[config.mk]
export PLATFORM = sky130hd
export DESIGN_NAME = mem_arbiter
export DESIGN_NICKNAME = d
export VERILOG_FILES = /design/src/rtl/mem_arbiter.sv
export SDC_FILE = /design/constraint.sdc
export NUM_CORES = 1
export LEC_CHECK = 0
export CORE_MARGIN = 3
export CORE_UTILIZATION = 38
export CTS_CLUSTER_SIZE = 24
export DETAILED_ROUTE_END_ITERATION = 12
export PLACE_DENSITY = 0.86
export SYNTH_ARGS = -nofsm -noshare
export SYNTH_HDL_FRONTEND = slang
export SYNTH_SLANG_ARGS = --single-unit
[constraint.sdc]
create_clock -name clk -period 3.5 [get_ports clk]
set_clock_uncertainty 0.05 [all_clocks]
set_input_delay 0.7 -clock clk [delete_from_list [all_inputs] [get_ports clk]]
set_output_delay 0.7 -clock clk [all_outputs]
set_load 0.03 [all_outputs]
[src/rtl/mem_arbiter.sv]
// mem_arbiter: shares one memory port between an instruction-fetch port and a
// load/store port. Only one access is outstanding at a time. Every access is
// followed by one idle bubble cycle before the next grant can be issued.
// A granted access that sees no m_ready for TIMEOUT wait cycles is aborted
// with an err pulse.
// Optional feature: define MEM_ARB_RR_EN to arbitrate between simultaneous
// requests round-robin. Without it, data requests always win.
//
// state  | meaning
// IDLE   | no access outstanding; pick a winner from i_req/d_req
// BUSY_I | fetch access on the memory port, waiting for m_ready
// BUSY_D | load/store access on the memory port, waiting for m_ready
module mem_arbiter #(
   parameter int unsigned TIMEOUT = 255
) (
   input  logic        clk,
   input  logic        rst_n,
   input  logic        i_req,
   input  logic [31:0] i_addr,
   output logic        i_gnt,
   output logic        i_rvalid,
   output logic        i_err,
   output logic [31:0] i_rdata,
   input  logic        d_req,
   input  logic        d_we,
   input  logic [31:0] d_addr,
   input  logic [31:0] d_wdata,
   input  logic [2:0]  d_op,
   output logic        d_gnt,
   output logic        d_rvalid,
   output logic        d_err,
   output logic [31:0] d_rdata,
   output logic        m_req,
   output logic        m_we,
   output logic [31:0] m_addr,
   output logic [31:0] m_wdata,
   output logic [2:0]  m_op,
   input  logic        m_ready,
   input  logic [31:0] m_rdata
);

   localparam logic [7:0] TIMEOUT_CNT = 8'(TIMEOUT);
   localparam logic [2:0] OP_WORD     = 3'b010;

   typedef enum logic [1:0] {
      IDLE   = 2'd0,
      BUSY_I = 2'd1,
      BUSY_D = 2'd2
   } state_t;

   state_t     state;
   logic [7:0] wait_cnt;
   logic       pick_i;
   logic       pick_d;
   logic       timeout_hit;
   logic       finish;

`ifdef MEM_ARB_RR_EN
   // 1: the fetch port wins the next tie, 0: the data port wins it
   logic       rr_inst_next;

   // Winner selection with alternating priority on a tie
   always_comb begin
      pick_i = 1'b0;
      pick_d = 1'b0;
      if (d_req && i_req) begin
         pick_i = rr_inst_next;
         pick_d = ~rr_inst_next;
      end else if (d_req) begin
         pick_d = 1'b1;
      end else if (i_req) begin
         pick_i = 1'b1;
      end
   end

   // Point the tie-breaker at the other port after every grant
   always_ff @(posedge clk or negedge rst_n) begin
      if (!rst_n) begin
         rr_inst_next <= 1'b0;
      end else if (state == IDLE) begin
         if (pick_d) begin
            rr_inst_next <= 1'b1;
         end else if (pick_i) begin
            rr_inst_next <= 1'b0;
         end
      end
   end
`else
   // Winner selection with fixed data-over-fetch priority
   always_comb begin
      pick_i = 1'b0;
      pick_d = 1'b0;
      if (d_req) begin
         pick_d = 1'b1;
      end else if (i_req) begin
         pick_i = 1'b1;
      end
   end
`endif

   // Completion beats timeout when both land in the same cycle
   assign timeout_hit = !m_ready && (wait_cnt == TIMEOUT_CNT);
   assign finish      = m_ready || (wait_cnt == TIMEOUT_CNT);

   // Response pulses are same-cycle with m_ready, so they decode the state
   assign i_rvalid = (state == BUSY_I) && m_ready;
   assign i_err    = (state == BUSY_I) && timeout_hit;
   assign i_rdata  = i_rvalid ? m_rdata : 32'h0;
   assign d_rvalid = (state == BUSY_D) && m_ready;
   assign d_err    = (state == BUSY_D) && timeout_hit;
   assign d_rdata  = (d_rvalid && !m_we) ? m_rdata : 32'h0;

   // Sequencer: grant, drive the memory port, wait for completion or timeout
   always_ff @(posedge clk or negedge rst_n) begin
      if (!rst_n) begin
         state    <= IDLE;
         wait_cnt <= 8'd0;
         i_gnt    <= 1'b0;
         d_gnt    <= 1'b0;
         m_req    <= 1'b0;
         m_we     <= 1'b0;
         m_addr   <= 32'h0;
         m_wdata  <= 32'h0;
         m_op     <= 3'b000;
      end else begin
         i_gnt <= 1'b0;
         d_gnt <= 1'b0;
         case (state)
            IDLE: begin
               if (pick_d) begin
                  state    <= BUSY_D;
                  wait_cnt <= 8'd0;
                  d_gnt    <= 1'b1;
                  m_req    <= 1'b1;
                  m_we     <= d_we;
                  m_addr   <= d_addr;
                  m_wdata  <= d_wdata;
                  m_op     <= d_op;
               end else if (pick_i) begin
                  state    <= BUSY_I;
                  wait_cnt <= 8'd0;
                  i_gnt    <= 1'b1;
                  m_req    <= 1'b1;
                  m_we     <= 1'b0;
                  m_addr   <= i_addr;
                  m_wdata  <= 32'h0;
                  m_op     <= OP_WORD;
               end
            end
            BUSY_I, BUSY_D: begin
               if (finish) begin
                  state <= IDLE;
                  m_req <= 1'b0;
               end else begin
                  wait_cnt <= wait_cnt + 8'd1;
               end
            end
            default: begin
               state <= IDLE;
               m_req <= 1'b0;
            end
         endcase
      end
   end

endmodule

**After elaboration in Yosys (flattened, before gate mapping)**

Index checks and enable logic that the tools add are counted.

- Flip-flop bits (word level): 81
- Input bits: 137
- Output and inout bits: 139
- Word-level logic and storage cells: 62

- Add/subtract/negate cells: 1
- Equal/unequal tests: 6
- Muxes and demuxes: 30
- Reductions and logical operators: 16

Operator list:

| operator | number |
|---|---|
| $mux W32 | 6 |
| $mux W8 | 3 |
| $pmux W8 S2 | 1 |
| $mux W1 | 13 |
| $add A8 B1 Y8 const B | 1 |
| $eq A8 B8 Y1 const B | 1 |
| $logic_and A1 B1 Y1 | 6 |
| $mux W2 | 3 |
| $mux W3 | 2 |
| $ne A2 B2 Y1 const B | 2 |
| $pmux W2 S2 | 1 |
| $reduce_and A2 Y1 | 2 |
| $reduce_bool A2 Y1 | 2 |
| $ne A3 B3 Y1 const B | 1 |
| $reduce_and A3 Y1 | 1 |
| $eq A2 B1 Y1 const B | 1 |
| $eq A2 B2 Y1 const B | 1 |
| $logic_not A1 Y1 | 2 |
| $logic_not A2 Y1 | 1 |
| $pmux W1 S2 | 1 |
| $reduce_or A2 Y1 | 1 |
| $logic_or A1 B1 Y1 | 1 |

**Logic depth before layout (Yosys ltp)**

Gate-level depths: netlist (run 1).

- Depth after elaboration: 5
- Mapped depth: 9
- Mapped depth without buffers: 6

**Least setup slack after synthesis (run 1)**

Ideal clock, no wire load.

- Path kind: input to output
- Start point: input m_ready
- End point: output d_rdata[10]
- Data arrival time: 2.069 ns
- Required time: 2.750 ns
- Path slack: 0.681 ns
- Stages on the path: 5
- Path buffers: 2
- Path through: clkbuf_1 > and2_1 > nor2b_1 > clkbuf_1 > and2_1

- Cells in the longest elaborated chain, start to end: 3

RTL lines:

| what | line | text |
|---|---|---|
| start: declaration | 38 | `input logic m_ready,` |
| $logic_and A1 B1 Y1 | 109 | `assign d_rvalid = (state == BUSY_D) && m_ready;` |
| named net d_rvalid | 30 | `output logic d_rvalid,` |
| $logic_and A1 B1 Y1 | 111 | `assign d_rdata = (d_rvalid && !m_we) ? m_rdata : 32'h0;` |
| $mux W32 | 111 |  |
| end: declaration | 32 | `output logic [31:0] d_rdata,` |

The timed path passes the listed nets, and every way through them passes these cells.

**Worst setup path after layout (run 1)**

- Start point: input m_ready
- End point: output d_rdata[6]

- Cells in the longest elaborated chain, start to end: 3

RTL lines:

| what | line |
|---|---|
| $logic_and A1 B1 Y1 | 109 |
| $logic_and A1 B1 Y1 | 111 |
| $mux W32 | 111 |

Every way passes these cells.

==> run summary, run 1 <==
- minimum setup slack after placement: 0.382 ns
- relative contribution of the clock network to total power: 12.8%
- top flip-flop cell by instance count after synthesis: sky130_fd_sc_hd__dfrtp_1
- I/O pin count: 276
- Arrival @ worst endpoint: 2.38 ns
- max_slew headroom: 33.4%
- nature of the critical path endpoint: primary output
- XOR/XNOR share of the synthesized area: 0%
- critical path's top delay family: buffers and inverters
- critical path data required time: 2.75 ns
- Post-synth ARST share: 100%
- sequential share of the synthesized area: 50.5%
- least setup slack across all paths after layout: 0.368 ns
- count of buffering cells on the critical path with inverters included: 4
- Antenna Cells: 0
- CTS HTree Levels: 3
- via count of the first global-routing pass: 3971
- top area cells in the synthesized netlist: sky130_fd_sc_hd__dfrtp_1 51%, sky130_fd_sc_hd__a22o_1 8.3%, sky130_fd_sc_hd__mux2i_1 8.0%
- mux contribution to synthesized area: 7.98%
- P&R area growth vs syn: 73.7%
- reg-to-reg setup timing slack: 1.03 ns
- worst supply voltage drop on vdd: 0.388 mV
- vertical die dimension: 109 um
- total power density per cell area: 817 mW/mm^2
- Worst Reg2Reg Path Length in Cells: 6
- synth unique cells: 38
- core area: 0.0100 mm^2
- Final Slew Violations: 0
- setup bufs post-CTS: 0
- Compound-Gate Fraction of Synth Area: 15.3%
- cell with the most instances after synthesis: sky130_fd_sc_hd__dfrtp_1
- share of Yosys cell area claimed by the top area cell type: 50.5%
- NetSw: 0.00260 W
- wire length of the first global-routing pass: 21300 um
- number of nets produced by synthesis: 521
- clock slew at the register clock pins of the worst setup and hold paths: 0.08 ns
- Max Clk Rate: 319 MHz
- total number of vias: 3931
- post-synthesis share of cell area spent on and, or, nand and nor gates: 19.6%
- Post-synth top cells: 81 x sky130_fd_sc_hd__dfrtp_1, 39 x sky130_fd_sc_hd__and2_1, 38 x sky130_fd_sc_hd__a22o_1
- Inserted Clock Buffers: 9
- number of antenna violations at the first check in global routing: 0
- CTS tree: built
- count of hold-fix buffers inserted at cts: 0
- cell leakage power: 3.18 nW
- post-cts repair resize count: 0
- endpoint of the worst-slack reg-to-reg timing path: m_addr[0]
- Die Outline Area: 0.0118 mm^2
- setup repair after global routing missed its margin: false
- worst setup path endpoint: d_rdata[6]
- maximum clock insertion buffer count: 2
- outcome: completed
- setup TNS after final layout: 0 ns
- synthesis-stage register bit count: 81
- critical setup path kind: in2out
- First DRT Iteration DRCs: 198
- instance count on the critical path: 7
- max-cap violation count: 0
- num rows: 36
- sum of routed wire length over all layers: 14000 um
- number of vias per cell after detailed routing: 5.05
- width of the die: 109 um
- biggest cell delay along the critical path: 0.45 ns
- Final Hold Fails: 0
- final worst-path cycle share: 89.5%
- combinational power share: 59.0%
- combinational family with the most area after synthesis: simple AND/OR/NAND/NOR gates
- number of sinks driven by the clock tree: 81
- Netlist Area Pre-Place: 0.00401 mm^2
- cell with the largest stage delay on the worst path: sky130_fd_sc_hd__clkdlybuf4s50_1
- total global routing track utilization: 23.5%
- remaining number of nets flagged by the antenna check after routing: 0
- cell at the root of the clock tree: sky130_fd_sc_hd__clkbuf_8
- Reg-to-Reg Start: state[0]
- top fanout value on the critical path: 37
- internal portion of total power: 0.00310 W
- final period demand of the worst path: 3.13 ns
- type of the most critical hold path: reg2reg
- net switching share of the total power: 45.6%
- area leader, netlist: sky130_fd_sc_hd__dfrtp_1
- Adder-Cell Fraction of Synth Area: 1.25%
- Initial DRT Pass Iterations: 4
- global placer's final weighted congestion: 0.869
- HPWL reported at the end of detailed placement: 10800 um
- Nets: 782
- Post-synth EDFFs: 0
- Worst Setup SP: m_ready
- starting utilization of the core area: 40.1%
- Port Buffer Count: 275
- final-report setup violation count: 0
- Yosys warnings: 0
- gate count of the mapped netlist: 380
- Avg Synthesized Cell Area: 10.6 um^2
- sequential share of power: 28.2%
- fraction of layout instances using a drive strength above 1: 9.75%
- post-detailed-route wirelength per cell: 17.9 um
- sort of element at the start of the critical path: primary input
- number of remaining DRC errors: 0
- sum of overflow across all layers after global routing: 0
- largest net degree at the start of global routing: 82
- transition time at the pin with the least slew margin: 0.998 ns
- clock latency of the later-clocked register in the worst-skew pair: 0.35 ns
- sequence of cells on the critical path: clkdlybuf4s50_1, buf_4, and2_1, nor2b_1, buf_4, and2_1, buf_12
[layout by cell type (no fill, tap or decap), types with 2 or more instances in the layout]
cell                              instances
sky130_fd_sc_hd__nand4_1                  3
sky130_fd_sc_hd__clkdlybuf4s50_1        238
sky130_fd_sc_hd__o21ai_0                 31
sky130_fd_sc_hd__buf_4                   37
sky130_fd_sc_hd__inv_8                    2
sky130_fd_sc_hd__a21oi_1                  4
sky130_fd_sc_hd__nor2b_1                  3
sky130_fd_sc_hd__a31oi_1                  2
sky130_fd_sc_hd__and2_1                  39
sky130_fd_sc_hd__dfrtp_1                 81
sky130_fd_sc_hd__o211ai_1                 4
sky130_fd_sc_hd__inv_6                    2
sky130_fd_sc_hd__mux2i_1                 32
sky130_fd_sc_hd__and3_1                  35
sky130_fd_sc_hd__nand3_1                 12
sky130_fd_sc_hd__a22o_1                  38
sky130_fd_sc_hd__o21ai_1                  4
sky130_fd_sc_hd__inv_1                    4
sky130_fd_sc_hd__nand2_1                 36
sky130_fd_sc_hd__ha_1                     4
sky130_fd_sc_hd__buf_12                   6
sky130_fd_sc_hd__clkbuf_8                 9
[cell families (layout without fill, tap and decap cells)]
family / Yosys count / count (layout)
DFF: 81 / 81
and+or+nand+nor: 139 / 139
AOI/OAI and AO/OA: 88 / 88
adders and majority gates: 4 / 4
muxes: 32 / 32
buffers and inverters: 36 / 302
[tightest hold or removal path, cell delays in order, from the launching register on]
cell and delay, ns:
sky130_fd_sc_hd__dfrtp_1 0.35, sky130_fd_sc_hd__nand2_1 0.05, sky130_fd_sc_hd__o21ai_0 0.06
[registers in the layout, indices dropped and copies added (netlist names)]
name	flops
m_wdata	32
state	2
m_we	1
wait_cnt	8
d_gnt	1
m_op	3
i_gnt	1
m_addr	32
m_req	1
[metrics by stage]
step                      power, W  instance area (um^2)  utilization (%)  hold slack, ns  std cells
after floorplan            0.00363                  4010                -           0.354        380
after global placement     0.00492                  6760             67.6           0.411        763
after detailed placement   0.00500                  6760             67.6           0.419        763
after CTS                  0.00574                  6970             69.7           0.440        779
after global routing       0.00603                  6970             69.7           0.465        779
final                      0.00570                  6970             69.7           0.432        779
[worst min path at each step]
stage                           from          to  slack (ns)  cells past startpoint
after CTS                  m_addr[1]   m_addr[1]        0.44                      2
final                      m_addr[3]   m_addr[3]        0.43                      2
after global placement    m_addr[11]  m_addr[11]        0.41                      2
after floorplan                rst_n       d_gnt        0.35                      0
after global routing       m_addr[3]   m_addr[3]        0.47                      2
after detailed placement  m_addr[18]  m_addr[18]        0.42                      2
[area by class of cell]
cell class,instances,area [um^2]
Inverter,4,15.0
Clock buffer,9,124
Sequential cell,81,2030
Multi-Input combinational cell,263,1770
Timing Repair Buffer,282,2790
Clock inverter,7,82.6
Fill cell,755,3030
Tap cell,133,166
[routing by layer]
metal / GRT usage, % / vias up / share of wire, %
met1: 25.8 / 1818 / 36
met4: 10.2 / 0 / 3.1
met3: 7.34 / 29 / 9.1
met2: 41.6 / 199 / 52
li1: - / 1885 / -
met5: 0 / - / 0
[power by group through the flow]
| stage | clock (W) | combinational [W] | sequential (W) |
|---|---|---|---|
| final | 0.000728 | 0.00336 | 0.00161 |
| after global routing | 0.000787 | 0.00358 | 0.00166 |
| after CTS | 0.000748 | 0.00339 | 0.00161 |
| after detailed placement | 0 | 0.00337 | 0.00163 |
| after global placement | 0 | 0.00332 | 0.00160 |
| after floorplan | 0 | 0.00120 | 0.00242 |
Power figures use the tool's default switching activity.
==> run 2, diff against run 1 <==
- CORE_AREA: default -> 2 2 106 108
- CORE_MARGIN: 3 -> default
- CORE_UTILIZATION: 38 -> default
- DIE_AREA: default -> 0 0 108 110
- PLACE_DENSITY: 0.86 -> 0.85
==> run 2 against run 1 <==
Maximum frequency up 0.20%. Cell count up 0.77%. Die area up 0.43%. First-iteration DRC count up 8.1%. Via count up 1.3%. Largest power group unchanged. Register-to-register slack better by 0.02 ns. Critical path type unchanged. Clock-buffer cell count up 1. Combinational power about the same. Sequential share of layout area about the same. Non-clock buffer count down 1. Routed wire length down 0.55%. Total power down 0.38%.
==> run summary, run 2 (same netlist as run 1, synthesis figures left out) <==
- critical path data required time: 2.75 ns, about the same
- number of antenna violations at the first check in global routing: 0, unchanged
- count of hold-fix buffers inserted at cts: 0, unchanged
- number of sinks driven by the clock tree: 81, unchanged
- vertical die dimension: 110 um, was 109 um
- final worst-path cycle share: 89.3%, was 89.5%
- # fillers: 857, was 755
- Port Buffer Count: 275, unchanged
- setup TNS after final layout: 0 ns, unchanged
- Die Outline Area: 0.0119 mm^2, was 0.0118 mm^2
- leading cell type in the layout, fill and taps excluded: sky130_fd_sc_hd__clkdlybuf4s50_1, unchanged
- clock slew at the register clock pins of the worst setup and hold paths: 0.08 ns, about the same
- sequence of cells on the critical path: clkdlybuf4s50_1, buf_4, and2_1, nor2b_1, buf_4, and2_1, buf_12, unchanged
- Core Util, Final: 65.1%, was 69.7%
- critical setup path kind: in2out, unchanged
- Inserted Clock Buffers: 9, unchanged
- transition time at the pin with the least slew margin: 1.11 ns, was 0.998 ns
- sequential share of power: 28.6%, was 28.2%
- placed standard-cell area: 0.00677 mm^2, was 0.00676 mm^2
- Initial DRT Pass Iterations: 5, was 4
- nature of the critical path endpoint: primary output, unchanged
- combinational power share: 58.7%, was 59.0%
- cell leakage power: 3.17 nW, was 3.18 nW
- biggest registers after layout: m_addr: 32 flops, m_wdata: 32 flops, wait_cnt: 8 flops, unchanged
- relative contribution of the clock network to total power: 12.6%, was 12.8%
- number of vias per cell after detailed routing: 5.07, was 5.05
- Final Slew Violations: 0, unchanged
- largest net degree at the start of global routing: 104, was 82
- minimum setup slack after placement: 0.384 ns, was 0.382 ns
- sort of element at the start of the critical path: primary input, unchanged
- final-report setup violation count: 0, unchanged
- worst supply voltage drop on vdd: 0.544 mV, was 0.388 mV
- max_slew headroom: 25.0%, was 33.4%
- Nets: 781, was 782
- width of the die: 108 um, was 109 um
- fraction of layout instances using a drive strength above 1: 9.46%, was 9.75%
- max-cap violation count: 0, unchanged
- post-cts repair resize count: 0, unchanged
- CTS tree: built, unchanged
- via count of the first global-routing pass: 3987, was 3971
- Antenna Cells: 0, unchanged
- First DRT Iteration DRCs: 214, was 198
- core area: 0.0107 mm^2, was 0.0100 mm^2
- Final Hold Fails: 0, unchanged
- top fanout value on the critical path: 37, unchanged
- Max Clk Rate: 320 MHz, was 319 MHz
- wire length of the first global-routing pass: 21100 um, was 21300 um
- outcome: completed, unchanged
- CTS HTree Levels: 3, unchanged
- global placer's final weighted congestion: 0.884, was 0.869
- type of the most critical hold path: reg2reg, unchanged
- fin area: 0.00697 mm^2, about the same
- setup bufs post-CTS: 0, unchanged
- highest-count cells in the layout ignoring fill and taps: 238 x sky130_fd_sc_hd__clkdlybuf4s50_1, 81 x sky130_fd_sc_hd__dfrtp_1, 39 x sky130_fd_sc_hd__and2_1, unchanged
- cell at the root of the clock tree: sky130_fd_sc_hd__clkbuf_8, unchanged
- clock latency of the later-clocked register in the worst-skew pair: 0.36 ns, was 0.35 ns
- sum of overflow across all layers after global routing: 0, unchanged
- cell with the largest stage delay on the worst path: sky130_fd_sc_hd__clkdlybuf4s50_1, unchanged
- biggest cell delay along the critical path: 0.45 ns, about the same
- P&R area growth vs syn: 73.6%, was 73.7%
- Arrival @ worst endpoint: 2.38 ns, about the same
- total power density per cell area: 814 mW/mm^2, was 817 mW/mm^2
- sum of routed wire length over all layers: 13900 um, was 14000 um
- total global routing track utilization: 23.3%, was 23.5%
- least setup slack across all paths after layout: 0.374 ns, was 0.368 ns
- total number of vias: 3981, was 3931
- post-detailed-route wirelength per cell: 17.7 um, was 17.9 um
- remaining number of nets flagged by the antenna check after routing: 0, unchanged
- num rows: 38, was 36
- HPWL reported at the end of detailed placement: 10600 um, was 10800 um
- final period demand of the worst path: 3.13 ns, about the same
- maximum clock insertion buffer count: 2, unchanged
- setup repair after global routing missed its margin: false, unchanged
- starting utilization of the core area: 37.5%, was 40.1%
- I/O pin count: 276, unchanged
- NetSw: 0.00260 W, about the same
- number of remaining DRC errors: 0, unchanged
- internal portion of total power: 0.00308 W, was 0.00310 W
- net switching share of the total power: 45.7%, was 45.6%
-- run 2: path summary, 6_finish.rpt --
| kind | startpoint | end | slack, ns | cells after the start |
|---|---|---|---|---|
| worst max-delay path | m_ready | d_rdata[5] | 0.37 | 7 |
| worst min-delay path | m_addr[7] | m_addr[7] | 0.43 | 2 |
| worst max register to register | wait_cnt[1] | m_req | 1.05 | 5 |
| worst min register to register | m_addr[7] | m_addr[7] | 0.43 | 2 |
| max in group asynchronous | rst_n | wait_cnt[4] | 2.30 | 1 |
| min in group asynchronous | rst_n | m_addr[18] | 0.44 | 1 |
-- run 2: per-layer routing --
metal | wire [um] | global-route usage, % | share of wire [%]
met1 | 4690 | 23.3 | 34
met2 | 7150 | 42.7 | 51
met3 | 1460 | 8.00 | 11
met4 | 599 | 12.6 | 4.3
met5 | 0 | 0 | 0
-- run 2: critical path, delay by kind of cell --
kind                   cells  cell delay (ns)
buffers and inverters      4             1.14
and+or+nand+nor            3             0.53
-- run 2: final cells by class --
class,count,area (um^2),share of cell area [%]
clock inverters,6,73.8,1.06
flip-flops and latches,81,2030,29.1
multi-input cells,263,1770,25.4
clock buffers,10,128,1.83
inverters,4,15.0,0.216
repair buffers,281,2780,39.9
well taps,140,175,2.51
-- run 2: per-stage QoR --
stage               power (W)  hold WS [ns]  std cells
detailed placement    0.00497         0.421        769
finish                0.00567         0.427        785
CTS                   0.00570         0.439        785
global route          0.00597         0.457        785
global placement      0.00490         0.411        769
floorplan             0.00363         0.354        380
-- run 2: power groups by stage --
stage	logic [W]	registers, W	clock network [W]
6_report	0.00333	0.00162	0.000717
5_1_grt	0.00353	0.00167	0.000768
4_1_cts	0.00335	0.00162	0.000728
3_5_place_dp	0.00334	0.00164	0
3_3_place_gp	0.00329	0.00161	0
2_1_floorplan	0.00120	0.00242	0
==> run 3, diff against run 2 <==
- CORE_AREA: 2 2 106 108 -> default
- CORE_UTILIZATION: default -> 36
- DIE_AREA: 0 0 108 110 -> default
- PLACE_DENSITY: 0.85 -> 0.82
- SETUP_SLACK_MARGIN: default -> 0.3
- clock period: 3.5 -> 3.4 ns (I/O delays scaled with it)
==> run 3 against run 2 <==
Sequential power rose by 3%. Clock-buffer cell count fell by 1. Global-route usage rose by 0.49 points. Via count rose by 0.25%. Sequential share of layout area fell by 0.34 points. Non-clock buffer count rose by 2. Die area fell by 2.6%. Sequential cell count did not move. Design area rose by 1.2%. Critical path type unchanged. Highest routed layer unchanged.
==> run summary, run 3 (same netlist as run 1, synthesis figures left out) <==
- outcome: completed, unchanged
- largest net degree at the start of global routing: 82, was 104
- maximum clock insertion buffer count: 2, unchanged
- cell leakage power: 3.24 nW, was 3.17 nW
- setup repair after global routing missed its margin: false, unchanged
- Worst Setup SP: m_ready, unchanged
- top fanout value on the critical path: 37, unchanged
- number of antenna violations at the first check in global routing: 0, unchanged
- num rows: 38, unchanged
- total number of vias: 3991, was 3981
- critical path data required time: 2.67 ns, was 2.75 ns
- post-detailed-route wirelength per cell: 17.7 um, about the same
- cell count after placement: 770, was 769
- setup bufs post-CTS: 0, unchanged
- max-cap violation count: 0, unchanged
- nature of the critical path endpoint: primary output, unchanged
- clock slew at the register clock pins of the worst setup and hold paths: 0.10 ns, was 0.08 ns
- First DRT Iteration DRCs: 260, was 214
- width of the die: 108 um, about the same
- total chip power: 0.00592 W, was 0.00567 W
- biggest registers after layout: m_addr: 32 flops, m_wdata: 32 flops, wait_cnt: 8 flops, unchanged
- type of the most critical hold path: in2async, was reg2reg
- NetSw: 0.00270 W, was 0.00260 W
- fraction of layout instances using a drive strength above 1: 12.5%, was 9.46%
- sum of routed wire length over all layers: 13900 um, about the same
- relative contribution of the clock network to total power: 12.7%, was 12.6%
- Die Outline Area: 0.0116 mm^2, was 0.0119 mm^2
- total global routing track utilization: 23.8%, was 23.3%
- number of sinks driven by the clock tree: 81, unchanged
- Inserted Clock Buffers: 9, unchanged
- count of hold-fix buffers inserted at cts: 0, unchanged
- final period demand of the worst path: 3.00 ns
- endpoint of the worst-slack reg-to-reg timing path: m_wdata[2], was m_req
- worst supply voltage drop on vdd: 0.453 mV, was 0.544 mV
- leading cell type in the layout, fill and taps excluded: sky130_fd_sc_hd__clkdlybuf4s50_1, unchanged
- Reg-to-Reg Start: state[1], was wait_cnt[1]
- core area: 0.0108 mm^2, was 0.0107 mm^2
- P&R area growth vs syn: 75.7%, was 73.6%
- via count of the first global-routing pass: 3870, was 3987
- global placer's final weighted congestion: 0.837, was 0.884
- Antenna Cells: 0, unchanged
- final-report setup violation count: 0, unchanged
- clock latency of the later-clocked register in the worst-skew pair: 0.34 ns, was 0.36 ns
- cell at the root of the clock tree: sky130_fd_sc_hd__clkbuf_8, unchanged
- CTS HTree Levels: 3, unchanged
- combinational power share: 59.1%, was 58.7%
- max_slew headroom: 31.9%, was 25.0%
- # fillers: 866, was 857
- highest-count cells in the layout ignoring fill and taps: 224 x sky130_fd_sc_hd__clkdlybuf4s50_1, 81 x sky130_fd_sc_hd__dfrtp_1, 45 x sky130_fd_sc_hd__buf_4, was 238 x sky130_fd_sc_hd__clkdlybuf4s50_1, 81 x sky130_fd_sc_hd__dfrtp_1, 39 x sky130_fd_sc_hd__and2_1
- starting utilization of the core area: 37.0%, was 37.5%
- I/O pin count: 276, unchanged
- sum of overflow across all layers after global routing: 0, unchanged
- sort of element at the start of the critical path: primary input, unchanged
- Arrival @ worst endpoint: 2.27 ns, was 2.38 ns
- Worst Reg2Reg Path Length in Cells: 6, was 5
- final worst-path cycle share: 88.1%
- reg-to-reg setup timing slack: 0.89 ns, was 1.05 ns
- total power density per cell area: 839 mW/mm^2, was 814 mW/mm^2
- HPWL reported at the end of detailed placement: 10500 um, was 10600 um
- internal portion of total power: 0.00322 W, was 0.00308 W
- net switching share of the total power: 45.6%, was 45.7%
- Final Hold Fails: 0, unchanged
- Nets: 783, was 781
- Core Util, Final: 65.0%, was 65.1%
- critical setup path kind: in2out, unchanged
- sequential share of power: 28.2%, was 28.6%
- post-route non-filler standard cell count: 787, was 785
- Port Buffer Count: 275, unchanged
- CTS tree: built, unchanged
- transition time at the pin with the least slew margin: 1.02 ns, was 1.11 ns
- number of vias per cell after detailed routing: 5.07, about the same
- vertical die dimension: 108 um, was 110 um
- Initial DRT Pass Iterations: 4, was 5
- Final Slew Violations: 0, unchanged
- remaining number of nets flagged by the antenna check after routing: 0, unchanged
- worst setup path endpoint: d_rdata[25], was d_rdata[5]
- Max Clk Rate: 334 MHz
- setup TNS after final layout: 0 ns, unchanged
- number of remaining DRC errors: 0, unchanged
- wire length of the first global-routing pass: 20800 um, was 21100 um
run 3: cell count changes in the layout (fill, tap and decap cells not counted), moves of 2 or more:
cell                              delta
sky130_fd_sc_hd__buf_12              +5
sky130_fd_sc_hd__clkinvlp_4          -2
sky130_fd_sc_hd__buf_4               +9
sky130_fd_sc_hd__clkdlybuf4s50_1    -14
run 3: worst max-delay path, stage by stage:
cell	delay (ns)
sky130_fd_sc_hd__clkdlybuf4s50_1	0.49
sky130_fd_sc_hd__buf_8	0.20
sky130_fd_sc_hd__and2_4	0.19
sky130_fd_sc_hd__nor2b_4	0.18
sky130_fd_sc_hd__buf_4	0.21
sky130_fd_sc_hd__and2_1	0.15
sky130_fd_sc_hd__buf_4	0.16
run 3: layer usage:
layer  GRT usage [%]  share of wire [%]
met4            11.0                3.3
met3            6.60                8.0
met5               0                  0
met1            25.5                 36
met2            43.2                 53
run 3: repair_timing:
| action | in CTS | in global routing |
|---|---|---|
| setup endpoints to repair | 44 | 44 |
| cloned | 0 | 1 |
| gates resized for setup | 3 | 7 |
run 3: stage by stage:
step           hold slack (ns)  area (um^2)  worst slack, ns
2_1_floorplan            0.334         4010            0.621
3_3_place_gp             0.412         6800            0.303
3_5_place_dp             0.419         6800            0.225
4_1_cts                  0.439         7020            0.322
5_1_grt                  0.459         7050            0.344
6_report                 0.433         7050            0.403
run 3: final cells by class:
class | count | area, um^2 | area share (%)
clock buffer | 9 | 124 | 1.76
clock inverter | 7 | 83.8 | 1.19
inverter | 4 | 15.0 | 0.213
multi-input combinational | 263 | 1790 | 25.4
sequential | 81 | 2030 | 28.8
tap | 140 | 175 | 2.48
timing repair buffer | 283 | 2830 | 40.2
run 3: worst min-delay path by stage:
stage	startpoint	to	slack (ns)	depth (start not counted)
3_3_place_gp	m_addr[6]	m_addr[6]	0.41	2
4_1_cts	m_addr[24]	m_addr[24]	0.44	2
6_report	rst_n	m_addr[19]	0.43	1
5_1_grt	m_addr[20]	m_addr[20]	0.46	2
2_1_floorplan	rst_n	d_gnt	0.33	0
3_5_place_dp	m_addr[24]	m_addr[24]	0.42	2
run 3: power by group through the flow:
stage          registers, W  clock network [W]  logic [W]
2_1_floorplan       0.00249                  0    0.00124
3_3_place_gp        0.00166                  0    0.00343
3_5_place_dp        0.00168                  0    0.00348
6_report            0.00167           0.000750    0.00350
4_1_cts             0.00167           0.000769    0.00350
5_1_grt             0.00173           0.000814    0.00370
